$ cat config.mk
export PLATFORM = sky130hd
export DESIGN_NAME = bcd_calendar_core_flat
export DESIGN_NICKNAME = d
export VERILOG_FILES = /design/src/rtl/bcd_calendar_core_if.sv /design/src/rtl/bcd_calendar_core.sv /design/src/flat_wrapper.sv
export SDC_FILE = /design/constraint.sdc
export NUM_CORES = 1
export LEC_CHECK = 0
export CAP_MARGIN = 20
export CORE_ASPECT_RATIO = 1.4
export CORE_MARGIN = 2
export CORE_UTILIZATION = 44
export CTS_CLUSTER_SIZE = 30
export DETAILED_ROUTE_END_ITERATION = 8
export PLACE_DENSITY = 0.75
export SLEW_MARGIN = 0
export SYNTH_ARGS = -nofsm -noshare
export SYNTH_HDL_FRONTEND = slang
export SYNTH_SLANG_ARGS = --single-unit
$ cat constraint.sdc
create_clock -name clk -period 3.2 [get_ports clk]
set_clock_uncertainty 0.2 [all_clocks]
set_input_delay 0.8 -clock clk [delete_from_list [all_inputs] [get_ports clk]]
set_output_delay 0.8 -clock clk [all_outputs]
set_load 0.01 [all_outputs]
$ cat src/rtl/bcd_calendar_core_if.sv
// Date load/advance request bus and registered calendar outputs of bcd_calendar_core.
interface bcd_calendar_core_if #(
  parameter int unsigned YEAR_DIGITS = 4
);
  localparam int unsigned YW = 4 * YEAR_DIGITS;

  logic          tick;
  logic          en;
  logic          load;
  logic [7:0]    ld_day;
  logic [7:0]    ld_month;
  logic [YW-1:0] ld_year;
  logic [7:0]    day;
  logic [7:0]    month;
  logic [YW-1:0] year;
  logic          leap;
  logic          year_wrap;
  logic          load_err;

  modport master (
    output tick, en, load, ld_day, ld_month, ld_year,
    input  day, month, year, leap, year_wrap, load_err
  );

  modport slave (
    input  tick, en, load, ld_day, ld_month, ld_year,
    output day, month, year, leap, year_wrap, load_err
  );
endinterface

$ cat src/rtl/bcd_calendar_core.sv
// BCD day/month/year calendar advanced by a daily tick, with validated date load.
module bcd_calendar_core #(
  parameter int unsigned YEAR_DIGITS = 4,
  parameter int unsigned GREGORIAN   = 1
) (
  input logic               clk,
  input logic               rst,
  bcd_calendar_core_if.slave bus
);
  localparam int unsigned YW = 4 * YEAR_DIGITS;
  localparam int unsigned LW = 16 + YW;
  localparam int unsigned LD = LW / 4;

  logic [7:0]    day_q, day_d;
  logic [7:0]    month_q, month_d;
  logic [YW-1:0] year_q, year_d;
  logic          leap_q, leap_d;
  logic          wrap_q, wrap_d;
  logic          err_q, err_d;

  logic [YW-1:0] year_inc;
  logic          year_carry;
  logic [LW-1:0] ld_all;
  logic          nib_ok;
  logic          ld_leap;
  logic          ld_ok;

  // Two-digit BCD value divisible by 4: even tens need units 0/4/8, odd tens need 2/6.
  function automatic logic div4_bcd(input logic [3:0] tens, input logic [3:0] units);
    if (tens[0]) return (units == 4'd2) || (units == 4'd6);
    return (units == 4'd0) || (units == 4'd4) || (units == 4'd8);
  endfunction

  function automatic logic leap_of(input logic [YW-1:0] y);
    logic [15:0] y16;
    y16 = 16'(y);
    return div4_bcd(y16[7:4], y16[3:0]) &&
           ((GREGORIAN == 0) || (y16[7:0] != 8'h00) || div4_bcd(y16[15:12], y16[11:8]));
  endfunction

  function automatic logic [7:0] dim_bcd(input logic [7:0] m, input logic lp);
    case (m)
      8'h02:                      return lp ? 8'h29 : 8'h28;
      8'h04, 8'h06, 8'h09, 8'h11: return 8'h30;
      default:                    return 8'h31;
    endcase
  endfunction

  function automatic logic [7:0] inc2_bcd(input logic [7:0] v);
    if (v[3:0] == 4'd9) return {v[7:4] + 4'd1, 4'd0};
    return {v[7:4], v[3:0] + 4'd1};
  endfunction

  // Ripple-carry BCD year increment; carry out means all-9s wrapped to all-0s.
  always_comb begin
    year_inc   = year_q;
    year_carry = 1'b1;
    for (int i = 0; i < int'(YEAR_DIGITS); i++) begin
      if (year_carry) begin
        if (year_q[4*i +: 4] == 4'd9) begin
          year_inc[4*i +: 4] = 4'd0;
        end else begin
          year_inc[4*i +: 4] = year_q[4*i +: 4] + 4'd1;
          year_carry         = 1'b0;
        end
      end
    end
  end

  // Load validation against the requested year's leap status.
  always_comb begin
    ld_all = {bus.ld_day, bus.ld_month, bus.ld_year};
    nib_ok = 1'b1;
    for (int i = 0; i < int'(LD); i++) begin
      if (ld_all[4*i +: 4] > 4'd9) nib_ok = 1'b0;
    end
    ld_leap = leap_of(bus.ld_year);
    ld_ok   = nib_ok &&
              (bus.ld_month >= 8'h01) && (bus.ld_month <= 8'h12) &&
              (bus.ld_day   >= 8'h01) &&
              (bus.ld_day   <= dim_bcd(bus.ld_month, ld_leap));
  end

  always_comb begin
    day_d   = day_q;
    month_d = month_q;
    year_d  = year_q;
    leap_d  = leap_q;
    wrap_d  = 1'b0;
    err_d   = 1'b0;
    if (bus.load) begin
      if (ld_ok) begin
        day_d   = bus.ld_day;
        month_d = bus.ld_month;
        year_d  = bus.ld_year;
        leap_d  = ld_leap;
      end else begin
        err_d = 1'b1;
      end
    end else if (bus.tick && bus.en) begin
      if (day_q < dim_bcd(month_q, leap_q)) begin
        day_d = inc2_bcd(day_q);
      end else begin
        day_d = 8'h01;
        if (month_q < 8'h12) begin
          month_d = inc2_bcd(month_q);
        end else begin
          month_d = 8'h01;
          year_d  = year_inc;
          leap_d  = leap_of(year_inc);
          wrap_d  = year_carry;
        end
      end
    end
  end

  always_ff @(posedge clk) begin
    if (rst) begin
      day_q   <= 8'h01;
      month_q <= 8'h01;
      year_q  <= '0;
      leap_q  <= 1'b1;
      wrap_q  <= 1'b0;
      err_q   <= 1'b0;
    end else begin
      day_q   <= day_d;
      month_q <= month_d;
      year_q  <= year_d;
      leap_q  <= leap_d;
      wrap_q  <= wrap_d;
      err_q   <= err_d;
    end
  end

  assign bus.day       = day_q;
  assign bus.month     = month_q;
  assign bus.year      = year_q;
  assign bus.leap      = leap_q;
  assign bus.year_wrap = wrap_q;
  assign bus.load_err  = err_q;
endmodule

$ cat src/flat_wrapper.sv
// flat-port wrapper written by rule: the top's interface ports become plain ports
module bcd_calendar_core_flat 
#(
  parameter int unsigned YEAR_DIGITS = 4,
  parameter int unsigned GREGORIAN   = 1
)
  (clk, rst, bus_tick, bus_en, bus_load, bus_ld_day, bus_ld_month, bus_ld_year, bus_day, bus_month, bus_year, bus_leap, bus_year_wrap, bus_load_err);
  bcd_calendar_core_if #(.YEAR_DIGITS(YEAR_DIGITS)) bus_i ();
  input logic clk;
  input logic rst;
  input wire logic [$bits(bus_i.tick)-1:0] bus_tick;
  input wire logic [$bits(bus_i.en)-1:0] bus_en;
  input wire logic [$bits(bus_i.load)-1:0] bus_load;
  input wire logic [$bits(bus_i.ld_day)-1:0] bus_ld_day;
  input wire logic [$bits(bus_i.ld_month)-1:0] bus_ld_month;
  input wire logic [$bits(bus_i.ld_year)-1:0] bus_ld_year;
  output wire logic [$bits(bus_i.day)-1:0] bus_day;
  output wire logic [$bits(bus_i.month)-1:0] bus_month;
  output wire logic [$bits(bus_i.year)-1:0] bus_year;
  output wire logic [$bits(bus_i.leap)-1:0] bus_leap;
  output wire logic [$bits(bus_i.year_wrap)-1:0] bus_year_wrap;
  output wire logic [$bits(bus_i.load_err)-1:0] bus_load_err;
  assign bus_i.tick = bus_tick;
  assign bus_i.en = bus_en;
  assign bus_i.load = bus_load;
  assign bus_i.ld_day = bus_ld_day;
  assign bus_i.ld_month = bus_ld_month;
  assign bus_i.ld_year = bus_ld_year;
  assign bus_day = bus_i.day;
  assign bus_month = bus_i.month;
  assign bus_year = bus_i.year;
  assign bus_leap = bus_i.leap;
  assign bus_year_wrap = bus_i.year_wrap;
  assign bus_load_err = bus_i.load_err;
  bcd_calendar_core #(.YEAR_DIGITS(YEAR_DIGITS), .GREGORIAN(GREGORIAN)) u_core (.clk(clk), .rst(rst), .bus(bus_i));
endmodule
; ---- After elaboration in Yosys (flattened, before gate mapping)
; Index checks and enable logic that the tools add are counted.
[totals]
inputBits = 37
elab_cells = 198
ff_bits = 35
[op_classes]
muxes = 88
order_cmp = 14
add_sub_neg = 8
bitwise = 3
reduce_logical = 39
eq_ne = 37
[op_table]
columns = operator, count
row1 = $mux 8, 15
row2 = $mux 16, 5
row3 = $mux 1, 59
row4 = $eq 4x4->1 const B, 10
row5 = $add 4x1->4 const B, 8
row6 = $eq 4x3->1 const B, 8
row7 = $eq 8x3->1 const B, 4
row8 = $gt 4x4->1 const B, 8
row9 = $pmux 8 s2, 2
row10 = $mux 4, 7
row11 = $eq 4x2->1 const B, 4
row12 = $eq 8x2->1 const B, 2
row13 = $eq 8x4->1 const B, 2
row14 = $eq 8x5->1 const B, 2
row15 = $ge 8x1->1 const B, 2
row16 = $logic_not 4->1, 4
row17 = $reduce_bool 8->1, 2
row18 = $logic_or 1x1->1, 14
row19 = $le 8x5->1 const B, 1
row20 = $le 8x8->1, 1
row21 = $lt 8x5->1 const B, 1
row22 = $lt 8x8->1, 1
row23 = $reduce_and 4->1, 2
row24 = $reduce_or 4->1, 2
row25 = other kinds (11), 23

; ---- Depth between registers and ports, before layout
[logic_depth]
ltp_word = 21
depth_mapped = 14
ltp_nobuf = 13

; ---- Worst setup path after synthesis
; Ideal clock, no wire load.
[synth_timing]
kind = input to register
startpoint = in bus_ld_year[7]
endpoint = reg u_core.month_q[4] (netlist: u_core.bus.month[4])
arrival_time_ps = 3122
cell_stages = 12
slack_ps = -245
n_path_buf = 0
path_cell_list = or4_1 > o21ai_0 > a31oi_1 > nor2_1 > a21oi_1 > ha_1 > and3_1 > o21ai_0 > o211ai_1 > and3_4 > o32ai_2 > mux2_1
[synth_via]
elab_chain_cells = 14
word_cells_on_any_way = 20
classes_between = 2 x order compare / 1 x eq/ne / 9 x mux / 8 x reduce/logical
[synth_lines]
columns = element, line
row1 = from (decl), flat_wrapper.sv:16  ; input wire logic [$bits(bus_i.ld_year)-1:0] bus_ld_year;
row2 = $gt 4x4->1, bcd_calendar_core.sv:75  ; if (ld_all[4*i +: 4] > 4'd9) nib_ok = 1'b0;
row3 = $mux 1 (7 in a row), bcd_calendar_core.sv:75
row4 = $logic_and 1x1->1, bcd_calendar_core.sv:78  ; ld_ok = nib_ok &&
row5 = $logic_and 1x1->1 (2 in a row), bcd_calendar_core.sv:79  ; (bus.ld_month >= 8'h01) && (bus.ld_month <= 8'h12) &&
row6 = $logic_and 1x1->1 *, bcd_calendar_core.sv:80  ; (bus.ld_day >= 8'h01) &&
row7 = $ne 2x1->1 (no source line) *, -
row8 = $reduce_and 4->1 (no source line) *, -
row9 = to (signal assigned), bcd_calendar_core.sv:127  ; month_q <= month_d;
row10 = to (decl), bcd_calendar_core.sv:15  ; logic [7:0] month_q, month_d;
; Every way passes the cells marked *; elsewhere a longest branch is shown, timed or not.
; A chain may end at the register's enable or synchronous reset.

; ---- Final worst setup path
; Same ends and word-level chain as after synthesis.

==> results_dict.tcl <==
set metrics [dict create \
    dp.cells 548 \
    postCtsHoldBufs 0 \
    coreArea_um2 6570 \
    synth_ff_type "dfxtp_1" \
    post_drt_wl_per_cell_um 17.7 \
    period_share 1.05 \
    synth_top_area_cell "dfxtp_1" \
    yosysSeqAreaShare 0.234 \
    syn-num-nets 434 \
    yosysUniqueCellTypes 70 \
    rsz0062_at_grt "true" \
    power_leakage_nw 1.65 \
    grt_pass1_wl_um 15500 \
    async_flop_share 0 \
    vias 3509 \
    ios 72 \
    dieArea_um2 7490 \
    power_density_nw_per_um2 228 \
    dp_hpwl_um 7010 \
    groute.usage.overall 0.259 \
    slew_violations 0 \
    r2r_end "u_core.bus.day[0]" \
    cp_data_arrival_time_ps 3330 \
    setup_tns_ps -3040 \
    cts_root_buffer "clkbuf_8" \
    hold_path.class "register to register" \
    rows 35 \
    synth_seq_cells 35 \
    ir_drop_mv 0.175 \
    intPower_mw 0.712 \
    power.switching_mw 0.282 \
    hold_end "u_core.bus.month[7]" \
    crit_fanout 4 \
    final_hold_viol_count 0 \
    fillCellCount 546 \
    final_util 0.663 \
    finish.instance_area_um2 4360 \
    setup_viol 32 \
    worst_ep_required_time_ps 3180 \
    fin_hold_ws_ps 313 \
    synth_area_um2 2990 \
    drt_iter0_drc 236 \
    start_util 0.456 \
    place_area_um2 4010 \
    syn_avg_cell_area_um2 7.79 \
    multi_input_area_um2 2340 \
    r2r-start "u_core.bus.month[4]" \
    pwr-share-seq 0.449 \
    die_w_um 73.7 \
    cts_max_level 2 \
    max_freq_mhz 298 \
    maxCapViolations 0 \
    setup_ws_ps -153 \
    endpoint_kind "register" \
    clk_pin_slew_ps 70 \
    portBuffers 71 \
    critPathKind "input pin to register" \
    combPwrFrac 0.214 \
    dr.pass1.iters 5 \
    grt_pass1_vias 3278 \
    grt_overflow 0 \
    final_nets 534 \
    hp-start "u_core.bus.month[7]" \
    insertedDiodeCount 0 \
    period_needed_ps 3350 \
    gp_congestion 0.950 \
    maxSlewHeadroom 0.459 \
    outcome "finished with violations" \
    yosys-top-cells-area "dfxtp_1, ha_1, a21oi_1" \
    cts.sinks 35 \
    yosysWarningCount 0 \
    synth-edff-count 0 \
    cts_tree "yes" \
    swShare 0.283 \
    antenna_left 0 \
    yosysTopAreaCellShare 0.234 \
    violations "setup timing" \
    area_growth_pct 45.6 \
    start_kind "input pin" \
    tightestPinTransition_ps 805 \
    grt_max_degree 33 \
    register_area_um2 701 \
    syn_inst 384 \
    drive_above_1_share 0.269 \
    clockBufferDepth 2 \
    dieHeight_um 102 \
    wirelength_um 9860 \
    hold_depth 1 \
    drc 0 \
    rr_worst_depth 11 \
    antenna_found_initial 0 \
    clock_latency_ps 290 \
    numCtsBuffers 5 \
    worst-r2r-setup-slack_ps 130 \
    fin_cells 558 \
    clockPowerShare 0.337 \
    avgViaCountPerCell 6.29 \
]
[sequential cells by signal, summed over array words and instances, names as in the netlist]
name	cells
u_core.bus.day	8
u_core.bus.leap	1
u_core.bus.load_err	1
u_core.bus.month	8
u_core.bus.year	16
u_core.bus.year_wrap	1
[critical path, stage by stage]
cell      delay [ps]
buf_6            100
or4_4            530
o21ai_4          160
a31oi_4          120
nor2_2           130
a21oi_2           40
ha_1             270
and3_1           140
o21ai_1          130
o211ai_1         170
and3_4           260
o32ai_4          140
mux2_4           320
[synthesized netlist by cell type (all sizes together) (8+ instances only)]
master,instances
a21oi,32
buf,18
clkbuf,8
dfxtp,35
ha,13
inv,18
nand2,37
nand3,15
nor2,29
nor2b,10
nor3,9
o21ai,27
o32ai,13
[per-layer routing]
layer / up-vias / part of all wire / GRT usage
met5: - / 0 / 0
met4: 0 / 0.029 / 0.102
met3: 26 / 0.048 / 0.0199
met2: 149 / 0.53 / 0.463
met1: 1677 / 0.40 / 0.316
li1: 1657 / - / -
[how the worst max path moves through the flow]
stage | slack [ps] | cells past startpoint | from | end
2_1_floorplan | -180 | 12 | bus_ld_year[7] | u_core.bus.month[4]
3_3_place_gp | -750 | 14 | bus_ld_year[9] | u_core.bus.month[5]
3_5_place_dp | -840 | 14 | bus_ld_year[10] | u_core.bus.month[5]
4_1_cts | -160 | 13 | bus_ld_year[6] | u_core.bus.month[5]
5_1_grt | -290 | 15 | bus_ld_year[7] | u_core.bus.year[10]
6_report | -150 | 13 | bus_ld_year[7] | u_core.bus.month[4]
[area by class of cell]
class	count	area share
Inverter	19	0.0164
Clock inverter	1	0.00115
Timing Repair Buffer	119	0.243
Sequential cell	35	0.161
Clock buffer	6	0.0189
Tap cell	74	0.0212
Multi-Input combinational cell	304	0.538
[power groups by stage]
| stage | clock network [mW] | logic (mW) | registers [mW] |
|---|---|---|---|
| detailed placement | 0 | 0.192 | 0.456 |
| finish | 0.335 | 0.213 | 0.447 |
| global route | 0.352 | 0.230 | 0.447 |
| global placement | 0 | 0.191 | 0.456 |
| CTS | 0.335 | 0.201 | 0.446 |
| floorplan | 0 | 0.0783 | 0.457 |
[cell usage in the layout (no fill, tap or decap), types with 4 or more instances in the layout]
master / count
a211o_1: 6
a211oi_2: 6
a21oi_1: 21
a21oi_2: 11
a22oi_1: 4
a32oi_1: 4
and3_1: 4
buf_2: 4
buf_4: 39
buf_6: 11
clkbuf_2: 6
clkbuf_8: 6
clkdlybuf4s50_1: 53
dfxtp_1: 35
ha_1: 13
inv_1: 18
nand2_1: 37
nand2b_1: 6
nand3_1: 11
nand3b_1: 4
nand4_1: 6
nor2_1: 25
nor2b_1: 10
nor3_1: 7
o211ai_1: 4
o21ai_0: 19
o21ai_1: 6
o31ai_1: 6
o32ai_1: 6
o32ai_2: 6
xnor2_1: 5
[per-stage QoR]
step / power (mW) / setup slack [ps]
floorplan: 0.535 / -183
global placement: 0.647 / -745
detailed placement: 0.648 / -843
CTS: 0.983 / -158
global route: 1.03 / -292
finish: 0.994 / -153
[cells by family after synthesis]
kind of cell,synth area share
AND/OR/NAND/NOR,0.282
AO/OA/AOI/OAI,0.311
buffers and inverters,0.0773
flip-flops,0.234
adder cells (fa/ha/maj),0.0543
multiplexers,0.0263
XOR/XNOR,0.0146
[timing repair]
| action | in CTS | in global routing |
|---|---|---|
| gates resized for setup | 63 | 39 |
| endpoints found under the setup margin | 34 | 33 |
| buffers inserted | 2 | 1 |
| pin swaps | 23 | 19 |
Power figures use the tool's default switching activity.
